==> src/rtl/mux4_rr_sched_if.sv <==
// Request/grant bundle between the four requesters and the mux scheduler.
// The scheduler side owns gnt and the mux select lines.
interface mux4_rr_sched_if;
    logic [3:0] req;
    logic [3:0] gnt;
    logic       s1;
    logic       s0;
    logic       busy;

    modport master (
        output req,
        input  gnt,
        input  s1,
        input  s0,
        input  busy
    );

    modport slave (
        input  req,
        output gnt,
        output s1,
        output s0,
        output busy
    );
endinterface

==> src/rtl/mux4_rr_sched.sv <==
// Round-robin owner scheduler for a shared 4:1 mux with bounded hold time.
// Grant and select lines are registered; select keeps the last owner when idle.
module mux4_rr_sched #(
    parameter int MAX_HOLD = 8
) (
    input logic            clk,
    input logic            rst,
    mux4_rr_sched_if.slave bus
);

    localparam logic [7:0] HOLD = 8'(MAX_HOLD);

    typedef enum logic {IDLE, OWN} state_t;

    state_t     state;
    logic [1:0] owner;
    logic [1:0] ptr;
    logic [7:0] cnt;
    logic [3:0] gnt_q;
    logic [1:0] sel_q;
    logic       busy_q;

    logic [3:0] others;
    logic [1:0] rot_ptr;
    logic [1:0] win;
    logic       take;
    logic       owner_req;
    logic       expired;

    function automatic logic [1:0] rr_pick(
        input logic [1:0] start,
        input logic [3:0] r
    );
        logic [1:0] idx;
        rr_pick = start;
        // Descending scan so the nearest index to start wins last.
        for (int i = 3; i >= 0; i--) begin
            idx = start + 2'(i);
            if (r[idx]) rr_pick = idx;
        end
    endfunction

    assign others    = bus.req & ~(4'b0001 << owner);
    assign rot_ptr   = owner + 2'd1;
    assign owner_req = bus.req[owner];
    assign expired   = (cnt == HOLD);

    always_comb begin
        take = 1'b0;
        win  = rr_pick(ptr, bus.req);
        unique case (state)
            IDLE: take = |bus.req;
            OWN: begin
                if (!owner_req || expired) begin
                    win  = rr_pick(rot_ptr, others);
                    take = |others;
                end
            end
            default: ;
        endcase
    end

    always_ff @(posedge clk or posedge rst) begin
        if (rst) begin
            state  <= IDLE;
            owner  <= 2'd0;
            ptr    <= 2'd0;
            cnt    <= 8'd0;
            gnt_q  <= 4'b0000;
            sel_q  <= 2'd0;
            busy_q <= 1'b0;
        end else begin
            if (take) begin
                state  <= OWN;
                owner  <= win;
                gnt_q  <= 4'b0001 << win;
                sel_q  <= win;
                busy_q <= 1'b1;
                cnt    <= 8'd1;
            end else if (state == OWN) begin
                if (!owner_req) begin
                    state  <= IDLE;
                    gnt_q  <= 4'b0000;
                    busy_q <= 1'b0;
                end else if (expired) begin
                    cnt <= 8'd1;
                end else begin
                    cnt <= cnt + 8'd1;
                end
            end
            // Pointer moves past the owner only when it actually gives up the mux.
            if (state == OWN && (!owner_req || (expired && |others)))
                ptr <= rot_ptr;
        end
    end

    assign bus.gnt  = gnt_q;
    assign bus.s1   = sel_q[1];
    assign bus.s0   = sel_q[0];
    assign bus.busy = busy_q;

endmodule
==> src/flat_wrapper.sv <==
// flat-port wrapper written by rule: the top's interface ports become plain ports
module mux4_rr_sched_flat 
#(
    parameter int MAX_HOLD = 8
)
  (clk, rst, bus_req, bus_gnt, bus_s1, bus_s0, bus_busy);
  mux4_rr_sched_if bus_i ();
  input logic clk;
  input logic rst;
  input wire logic [$bits(bus_i.req)-1:0] bus_req;
  output wire logic [$bits(bus_i.gnt)-1:0] bus_gnt;
  output wire logic [$bits(bus_i.s1)-1:0] bus_s1;
  output wire logic [$bits(bus_i.s0)-1:0] bus_s0;
  output wire logic [$bits(bus_i.busy)-1:0] bus_busy;
  assign bus_i.req = bus_req;
  assign bus_gnt = bus_i.gnt;
  assign bus_s1 = bus_i.s1;
  assign bus_s0 = bus_i.s0;
  assign bus_busy = bus_i.busy;
  mux4_rr_sched #(.MAX_HOLD(MAX_HOLD)) u_core (.clk(clk), .rst(rst), .bus(bus_i));
endmodule
==> config.mk <==
export PLATFORM = sky130hd
export DESIGN_NAME = mux4_rr_sched_flat
export DESIGN_NICKNAME = d
export VERILOG_FILES = /design/src/rtl/mux4_rr_sched_if.sv /design/src/rtl/mux4_rr_sched.sv /design/src/flat_wrapper.sv
export SDC_FILE = /design/constraint.sdc
export NUM_CORES = 1
export LEC_CHECK = 0
export ABC_CLOCK_PERIOD_IN_PS = 2450
export CAP_MARGIN = 20
export CORE_MARGIN = 3
export CORE_UTILIZATION = 55
export CTS_BUF_LIST = sky130_fd_sc_hd__clkbuf_4 sky130_fd_sc_hd__clkbuf_8 sky130_fd_sc_hd__clkbuf_16
export DETAILED_ROUTE_END_ITERATION = 8
export GPL_TIMING_DRIVEN = 0
export PLACE_DENSITY_LB_ADDON = 0.1
export REMOVE_ABC_BUFFERS = 1
export SETUP_SLACK_MARGIN = 0.05
export SYNTH_ARGS = -nofsm -noshare
export SYNTH_HDL_FRONTEND = slang
export SYNTH_SLANG_ARGS = --single-unit
==> constraint.sdc <==
create_clock -name clk -period 2.45 [get_ports clk]
set_input_delay 0.49 -clock clk [delete_from_list [all_inputs] [get_ports clk]]
set_output_delay 0.49 -clock clk [all_outputs]
set_load 0.005 [all_outputs]
==> metrics, run 1 <==
status=complete, no violations; longest individual stage delay on the worst path=0.62 ns; Routed Wire Length=2660 µm; slowest stage cell, crit path=sky130_fd_sc_hd__or4_1; number of library cell types mapped by synthesis=43; Max Root-Sink Buffers=2; quantity of I/O buffers inserted on ports=12; count of pins on the block boundary=13; number of global-route vias before repair=1,040; share of the synthesized netlist area taken by xor and xnor gates=about 4.1%; number of nets in the layout=172; antenna violations before repair=0; area growth from synthesis to final layout=13.7%; setup repair after global routing missed its margin=false; Min-Delay Path Class=reg -> reg; dpl cells=180; synth warn=0; skew final=0.0143 ns; ys async rst share=100%; clk root buf=sky130_fd_sc_hd__clkbuf_4; synthesized-area fraction occupied by ao, oa, aoi and oai cells=a little under a quarter; max-slew violation count=0; post-DR vias/cell=5.81; flops & latches, synth=18; largest cells by area after synthesis=sky130_fd_sc_hd__dfrtp_1 35%, sky130_fd_sc_hd__ha_1 5.9%, sky130_fd_sc_hd__o21ai_0 5.9%; die width=about 54 µm; number of placement rows=16; largest area contributor in the synthesized netlist=sky130_fd_sc_hd__dfrtp_1; diode count=0; period utilization=between 90% and 100%; switching share of power=43.8%; critical path class=in -> reg; post-route non-filler standard cell count=186; flip-flop cell with the highest count after synthesis=sky130_fd_sc_hd__dfrtp_1; Max Freq=439 MHz; die height=54.1 µm; Avg Synthesized Cell Area=8.72 µm²; cell-by-cell trace of the critical path=clkdlybuf4s50_1 > or4_1 > nor2_2 > a21oi_2 > o2111ai_1 > xor2_1 > nor2_1; Post-synth EDFFs=0; Pwr Total=1.64 mW; fin crit period=approximately 2.3 ns; detailed-router iteration count before antenna repair=6; placed wire-length estimate after detailed placement=approximately 2000 µm; number of vias after detailed routing=1,081; leakage power figure=0.646 nW; final routed DRC violation total=0; fraction of the yosys area taken by sequential cells=35.4%; Int Pwr=between 0.9 and 1 mW; initial standard-cell utilization of the core=61.1%; post-route design area=~0.0014 mm²; cell area after placement=0.00138 mm²; critical path peak fanout=11; hold buffers post-CTS=0; pwr dens=1140 mW/mm²; final-report hold violation count=0; insertion delay to the later sink of the worst-skew pair=0.30 ns; pin count of the biggest net entering global routing=19; data arrival time of the critical path=2.46 ns; leftover overflow at the end of global routing=0; layout cells sized above 1=11.3%; number of CTS-inserted buffers=3; CTS HTree Levels=1; NetSw=slightly above 0.7 mW; Max transition margin=a little under three fifths; clock share of power=~11%; Syn Inst Count=roughly 150; largest family of logic cells by synthesized area=compound AO/OA/AOI/OAI gates; combinational group share of total power=58.1%; Placer Congestion=0.895; adder-cell share of the synthesized area=between 5 and 6%; Synth Area in Simple Gates=20.9%; most frequent cell after synthesis=sky130_fd_sc_hd__dfrtp_1; commonest cells in the synthesized netlist=18 x sky130_fd_sc_hd__dfrtp_1, 17 x sky130_fd_sc_hd__nand2_1, 16 x sky130_fd_sc_hd__nor2_1, 15 x sky130_fd_sc_hd__o21ai_0, 10 x sky130_fd_sc_hd__inv_1; fraction of post-synthesis cell area in the top cell type by area=a little over a third; multiplexer area fraction after synthesis=4.52%; post-CTS clock slew at the launch and capture registers of the worst setup and hold paths=0.11 ns; Worst setup SP type=primary input; initial detailed-routing violation count=24; TritonCTS clock tree=yes; Tightest Pin Transition=0.666 ns; setup TNS=0 ns; number of sinks driven by the clock tree=18; Reg power frac=30.8%; global-route wire length before repair=4550 µm; endpoint type of the worst setup path=register; area of the mapped netlist=about 0.0013 mm²; area of the die=0.00293 mm²; total setup violations reported at the end of the flow=0; drt wl/cell=between 10 and 15 µm; worst slack after detailed placement=-0.219 ns; remaining antenna violation count after routing=0; max_cap viols=0; Worst Slack Setup Final=0.172 ns; Std-Cell Core Area=approximately 0.0021 mm²; WP data required=2.63 ns; GRT Util Overall=21.1%; largest voltage drop on the vdd net=0.000705 V
[worst paths after layout]
check,from,end,slack (ns),cells past startpoint
min in group asynchronous,rst,u_core.cnt[4]$_DFFE_PP0P_,0.57,2
hold / removal,u_core.bus.gnt[2]$_DFFE_PP0P_,u_core.bus.gnt[2]$_DFFE_PP0P_,0.49,2
setup / recovery,bus_req[3],u_core.cnt[4]$_DFFE_PP0P_,0.17,7
hold reg to reg,u_core.bus.gnt[2]$_DFFE_PP0P_,u_core.bus.gnt[2]$_DFFE_PP0P_,0.49,2
max in group asynchronous,rst,u_core.owner[0]$_DFFE_PP0P_,1.40,2
setup reg to reg,u_core.owner[0]$_DFFE_PP0P_,u_core.bus.gnt[3]$_DFFE_PP0P_,0.25,7
[through the flow]
| step | util (%) | hold WS, ns |
|---|---|---|
| 6_report | 69.5 | 0.493 |
| 5_1_grt | 69.5 | 0.516 |
| 4_1_cts | 68.1 | 0.493 |
| 3_5_place_dp | 66.3 | 0.472 |
| 3_3_place_gp | 66.3 | 0.463 |
| 2_1_floorplan | - | 0.429 |
[kinds of logic after synthesis]
group                      count (synthesis)
and+or+nand+nor                           53
adders and majority gates                  6
AOI/OAI and AO/OA                         44
muxes                                      4
buffers and inverters                     15
DFF                                       18
xor gates and xnor gates                   6
[area by class of cell]
| cell class | count | area, µm² |
|---|---|---|
| well taps | 27 | 33.8 |
| clock buffers | 4 | 36.3 |
| fillers | 158 | 636 |
| multi-input cells | 113 | 749 |
| inverters | 10 | 37.5 |
| flip-flops and latches | 18 | 452 |
| repair buffers | 14 | 138 |
[placed cells by master (no fill, tap or decap), types with 2 or more instances in the layout]
cell                              Yosys  layout
sky130_fd_sc_hd__nand2_1             17      17
sky130_fd_sc_hd__dfrtp_1             18      17
sky130_fd_sc_hd__nor2_1              16      16
sky130_fd_sc_hd__o21ai_0             15      15
sky130_fd_sc_hd__clkdlybuf4s50_1      0      11
sky130_fd_sc_hd__inv_1               10      10
sky130_fd_sc_hd__a21oi_1              7       7
sky130_fd_sc_hd__ha_1                 6       6
sky130_fd_sc_hd__xor2_1               5       5
sky130_fd_sc_hd__o21ai_1              4       4
sky130_fd_sc_hd__nor2b_1              5       3
sky130_fd_sc_hd__nand2b_1             3       3
sky130_fd_sc_hd__clkbuf_4             0       3
sky130_fd_sc_hd__nor3_1               2       2
sky130_fd_sc_hd__o2111ai_1            2       2
sky130_fd_sc_hd__nand3_1              2       2
sky130_fd_sc_hd__o221ai_1             2       2
sky130_fd_sc_hd__mux2i_1              2       2
sky130_fd_sc_hd__a22o_1               2       2
sky130_fd_sc_hd__buf_4                1       2
[timing repair]
| item | 4_1_cts | 5_1_grt |
|---|---|---|
| buffers inserted | 0 | 2 |
| gates resized for setup | 1 | 4 |
| endpoints found under the hold margin | 0 | 0 |
| setup endpoints to repair | 1 | 6 |
[state kept, by name, summed over array words and instances, names as in the netlist]
name / flops
u_core.bus.gnt: 4
u_core.cnt: 8
u_core.bus.busy: 1
u_core.state: 1
u_core.owner: 2
u_core.ptr: 2
[power groups by stage]
stage | sequential, mW | clock (mW) | combinational [mW]
after floorplan | 0.496 | 0 | 0.644
after global placement | 0.515 | 0 | 0.860
after detailed placement | 0.522 | 0 | 0.897
after CTS | 0.518 | 0.184 | 0.902
after global routing | 0.523 | 0.197 | 1.08
final | 0.506 | 0.183 | 0.954
[per-layer routing]
layer / global-route usage, % / share of wire (%) / vias to the layer above / wire (µm)
met2: 35.9 / 47 / 35 / 1250
met5: 0 / 0 / - / 0
met1: 27.2 / 46 / 498 / 1220
li1: - / - / 542 / -
met4: 6.22 / 1.4 / 0 / 38
met3: 3.60 / 5.8 / 6 / 153
[critical path: cells and delay by family]
family | cells | cell delay [ns]
AND/OR/NAND/NOR | 3 | 0.86
buffers and inverters | 1 | 0.59
AO/OA/AOI/OAI | 2 | 0.36
XOR/XNOR | 1 | 0.17
No activity file was read; power rests on OpenSTA's default activity.
==> run 2, diff against run 1 <==
--- a/config.mk
+++ b/config.mk
@@ -5,7 +5,7 @@
 export SDC_FILE = /design/constraint.sdc
 export NUM_CORES = 1
 export LEC_CHECK = 0
-export ABC_CLOCK_PERIOD_IN_PS = 2450
+export ABC_CLOCK_PERIOD_IN_PS = 2830
 export CAP_MARGIN = 20
 export CORE_MARGIN = 3
 export CORE_UTILIZATION = 55
==> constraint.sdc (replaced) <==
create_clock -name clk -period 2.83 [get_ports clk]
set_input_delay 0.566 -clock clk [delete_from_list [all_inputs] [get_ports clk]]
set_output_delay 0.566 -clock clk [all_outputs]
set_load 0.005 [all_outputs]
==> run 2 against run 1 <==
Compared with the run above:
- total power fell by 16%
- critical path depth did not move
- via count rose by 1.2%
- final area fell by 2.0%
- critical endpoint is now u_core.bus.gnt[3]$_DFFE_PP0P_
- critical path type unchanged
- clock skew rose by 0.00068 ns
- sequential share of layout area rose by 0.55 points
- global-route usage did not move
- combinational power fell by 18%
==> metrics, run 2 (same netlist as run 1, synthesis figures left out) <==
status=complete, no violations; Multi-input gate area=739 µm²; GRT met2 Usage=a little over a third; remaining antenna violation count after routing=0; number of vias after detailed routing=1,094; longest individual stage delay on the worst path=0.68 ns; Max Root-Sink Buffers=2; worst hold margin=0.492 ns; area growth from synthesis to final layout=11.4%; number of sinks driven by the clock tree=18; CTS HTree Levels=1; post-CTS clock slew at the launch and capture registers of the worst setup and hold paths=0.09 ns; final routed DRC violation total=0; Buf+Inv Stages, Crit Path=1; slowest stage cell, crit path=sky130_fd_sc_hd__clkdlybuf4s50_1; Largest delay share family, worst path=compound AO/OA/AOI/OAI gates; leakage power figure=0.622 nW; pin count of the biggest net entering global routing=19; Worst setup SP type=primary input; pwr dens=979 mW/mm²; quantity of I/O buffers inserted on ports=12; post-route non-filler standard cell count=184; Std-Cell Core Area=between 0.002 and 0.0025 mm²; die height=54.1 µm; data arrival time of the critical path=2.71 ns; largest voltage drop on the vdd net=0.000556 V; critical path class=in -> reg; WP data required=3.07 ns; total setup violations reported at the end of the flow=0; GR Layer Usage met1=27.2%; post-CTS setup buffers=0; Tightest Pin Transition=0.661 ns; max-slew violation count=0; most common cell after layout, fill and taps aside=sky130_fd_sc_hd__dfrtp_1; critical path peak fanout=11; TritonCTS clock tree=yes; Top Usage Layer GRT=met2; fin crit period=2.47 ns; global-route wire length before repair=4550 µm; Min-Delay Path Class=reg -> reg; leftover overflow at the end of global routing=0; skew final=0.0150 ns; diode count=0; detailed-router iteration count before antenna repair=6; Max transition margin=55.9%; initial standard-cell utilization of the core=about three fifths; GRT Util Overall=21.1%; number of global-route vias before repair=between 1,000 and 1,500; number of placement rows=16; setup repair after global routing missed its margin=false; register area=about 450 µm²; Pwr Total=1.39 mW; highest-count cells in the layout ignoring fill and taps=18 x sky130_fd_sc_hd__dfrtp_1, 17 x sky130_fd_sc_hd__nand2_1, 16 x sky130_fd_sc_hd__nor2_1; dpl cells=180; GR Util met3=3.60%; die width=54.1 µm; final-report hold violation count=0; placed wire-length estimate after detailed placement=between 1500 and 2000 µm; cell area after placement=between 0.001 and 0.0015 mm²; cts repair resizes=0; insertion delay to the later sink of the worst-skew pair=0.30 ns; clk root buf=sky130_fd_sc_hd__clkbuf_4; area of the die=0.00293 mm²; Max Freq=405 MHz; initial detailed-routing violation count=36; layout cells sized above 1=8.28%; filler cell count=163; Placer Congestion=slightly below 0.9; number of CTS-inserted buffers=3; Largest register FFs=8; antenna violations before repair=0; Routed Wire Length=2610 µm; register name with the most flops=u_core.cnt; number of nets in the layout=between 150 and 200; count of pins on the block boundary=13; post-DR vias/cell=5.95; period utilization=87.3%; hold buffers post-CTS=0; drt wl/cell=14.2 µm; cell-by-cell trace of the critical path=clkdlybuf4s50_1 > nor2b_1 > nor2_1 > o41ai_1 > a311oi_1 > o31ai_2 > a22o_1; post-route design area=0.00142 mm²; max_cap viols=0; endpoint type of the worst setup path=register; setup TNS=0 ns
==> run 2: cell types whose count changed in the layout (fill, tap and decap cells not counted) <==
cell                              change
sky130_fd_sc_hd__dlymetal6s2s_1       -1
sky130_fd_sc_hd__clkdlybuf4s50_1      +1
sky130_fd_sc_hd__nor2b_1              +2
sky130_fd_sc_hd__buf_4                -2
sky130_fd_sc_hd__dfrtp_2              -1
sky130_fd_sc_hd__dfrtp_1              +1
sky130_fd_sc_hd__nor2b_2              -1
sky130_fd_sc_hd__nor2b_4              -1
==> run 2: cell type report <==
| cell class | instances | share of cell area (%) |
|---|---|---|
| clock buffers | 4 | 2.56 |
| well taps | 27 | 2.38 |
| repair buffers | 12 | 8.47 |
| inverters | 10 | 2.65 |
| flip-flops and latches | 18 | 31.8 |
| multi-input cells | 113 | 52.2 |
==> run 2: per-layer routing <==
metal	part of all wire [%]	vias up	routed length, µm
met5	0	-	0
met4	1.5	0	40
met3	5.3	6	137
met2	47	25	1240
met1	46	522	1190
li1	-	541	-
==> run 2: power breakdown <==
part           switching (mW)  internal (mW)  leakage [nW]
Sequential              0.106          0.340         0.228
Clock                  0.0812         0.0786        0.0210
Combinational           0.426          0.355         0.373
Total                   0.613          0.774         0.622
==> run 2: worst reg2reg max path, stage by stage, from the launching register on <==
cell and delay, ns:
sky130_fd_sc_hd__dfrtp_1 0.64, sky130_fd_sc_hd__inv_1 0.16, sky130_fd_sc_hd__ha_1 0.40, sky130_fd_sc_hd__or3_1 0.37, sky130_fd_sc_hd__a21oi_1 0.13, sky130_fd_sc_hd__o21ai_0 0.17, sky130_fd_sc_hd__mux2_4 0.32, sky130_fd_sc_hd__a22o_1 0.18
==> run 2: through the flow <==
stage,utilization (%),worst slack (ns)
global placement,66.3,0.173
CTS,68.1,0.379
global route,68.1,0.215
finish,68.1,0.360
floorplan,-,0.687
detailed placement,66.3,0.0850
==> run 2: path summary, 6_finish.rpt <==
| path | slack, ns | depth (start not counted) | start | endpoint |
|---|---|---|---|---|
| worst max-delay path | 0.36 | 7 | bus_req[3] | u_core.bus.gnt[3]$_DFFE_PP0P_ |
| worst min-delay path | 0.49 | 2 | u_core.bus.gnt[2]$_DFFE_PP0P_ | u_core.bus.gnt[2]$_DFFE_PP0P_ |
| worst max register to register | 0.37 | 7 | u_core.owner[0]$_DFFE_PP0P_ | u_core.bus.gnt[3]$_DFFE_PP0P_ |
| worst min register to register | 0.49 | 2 | u_core.bus.gnt[2]$_DFFE_PP0P_ | u_core.bus.gnt[2]$_DFFE_PP0P_ |
| max in group asynchronous | 1.75 | 2 | rst | u_core.bus.gnt[1]$_DFFE_PP0P_ |
| min in group asynchronous | 0.64 | 2 | rst | u_core.cnt[4]$_DFFE_PP0P_ |
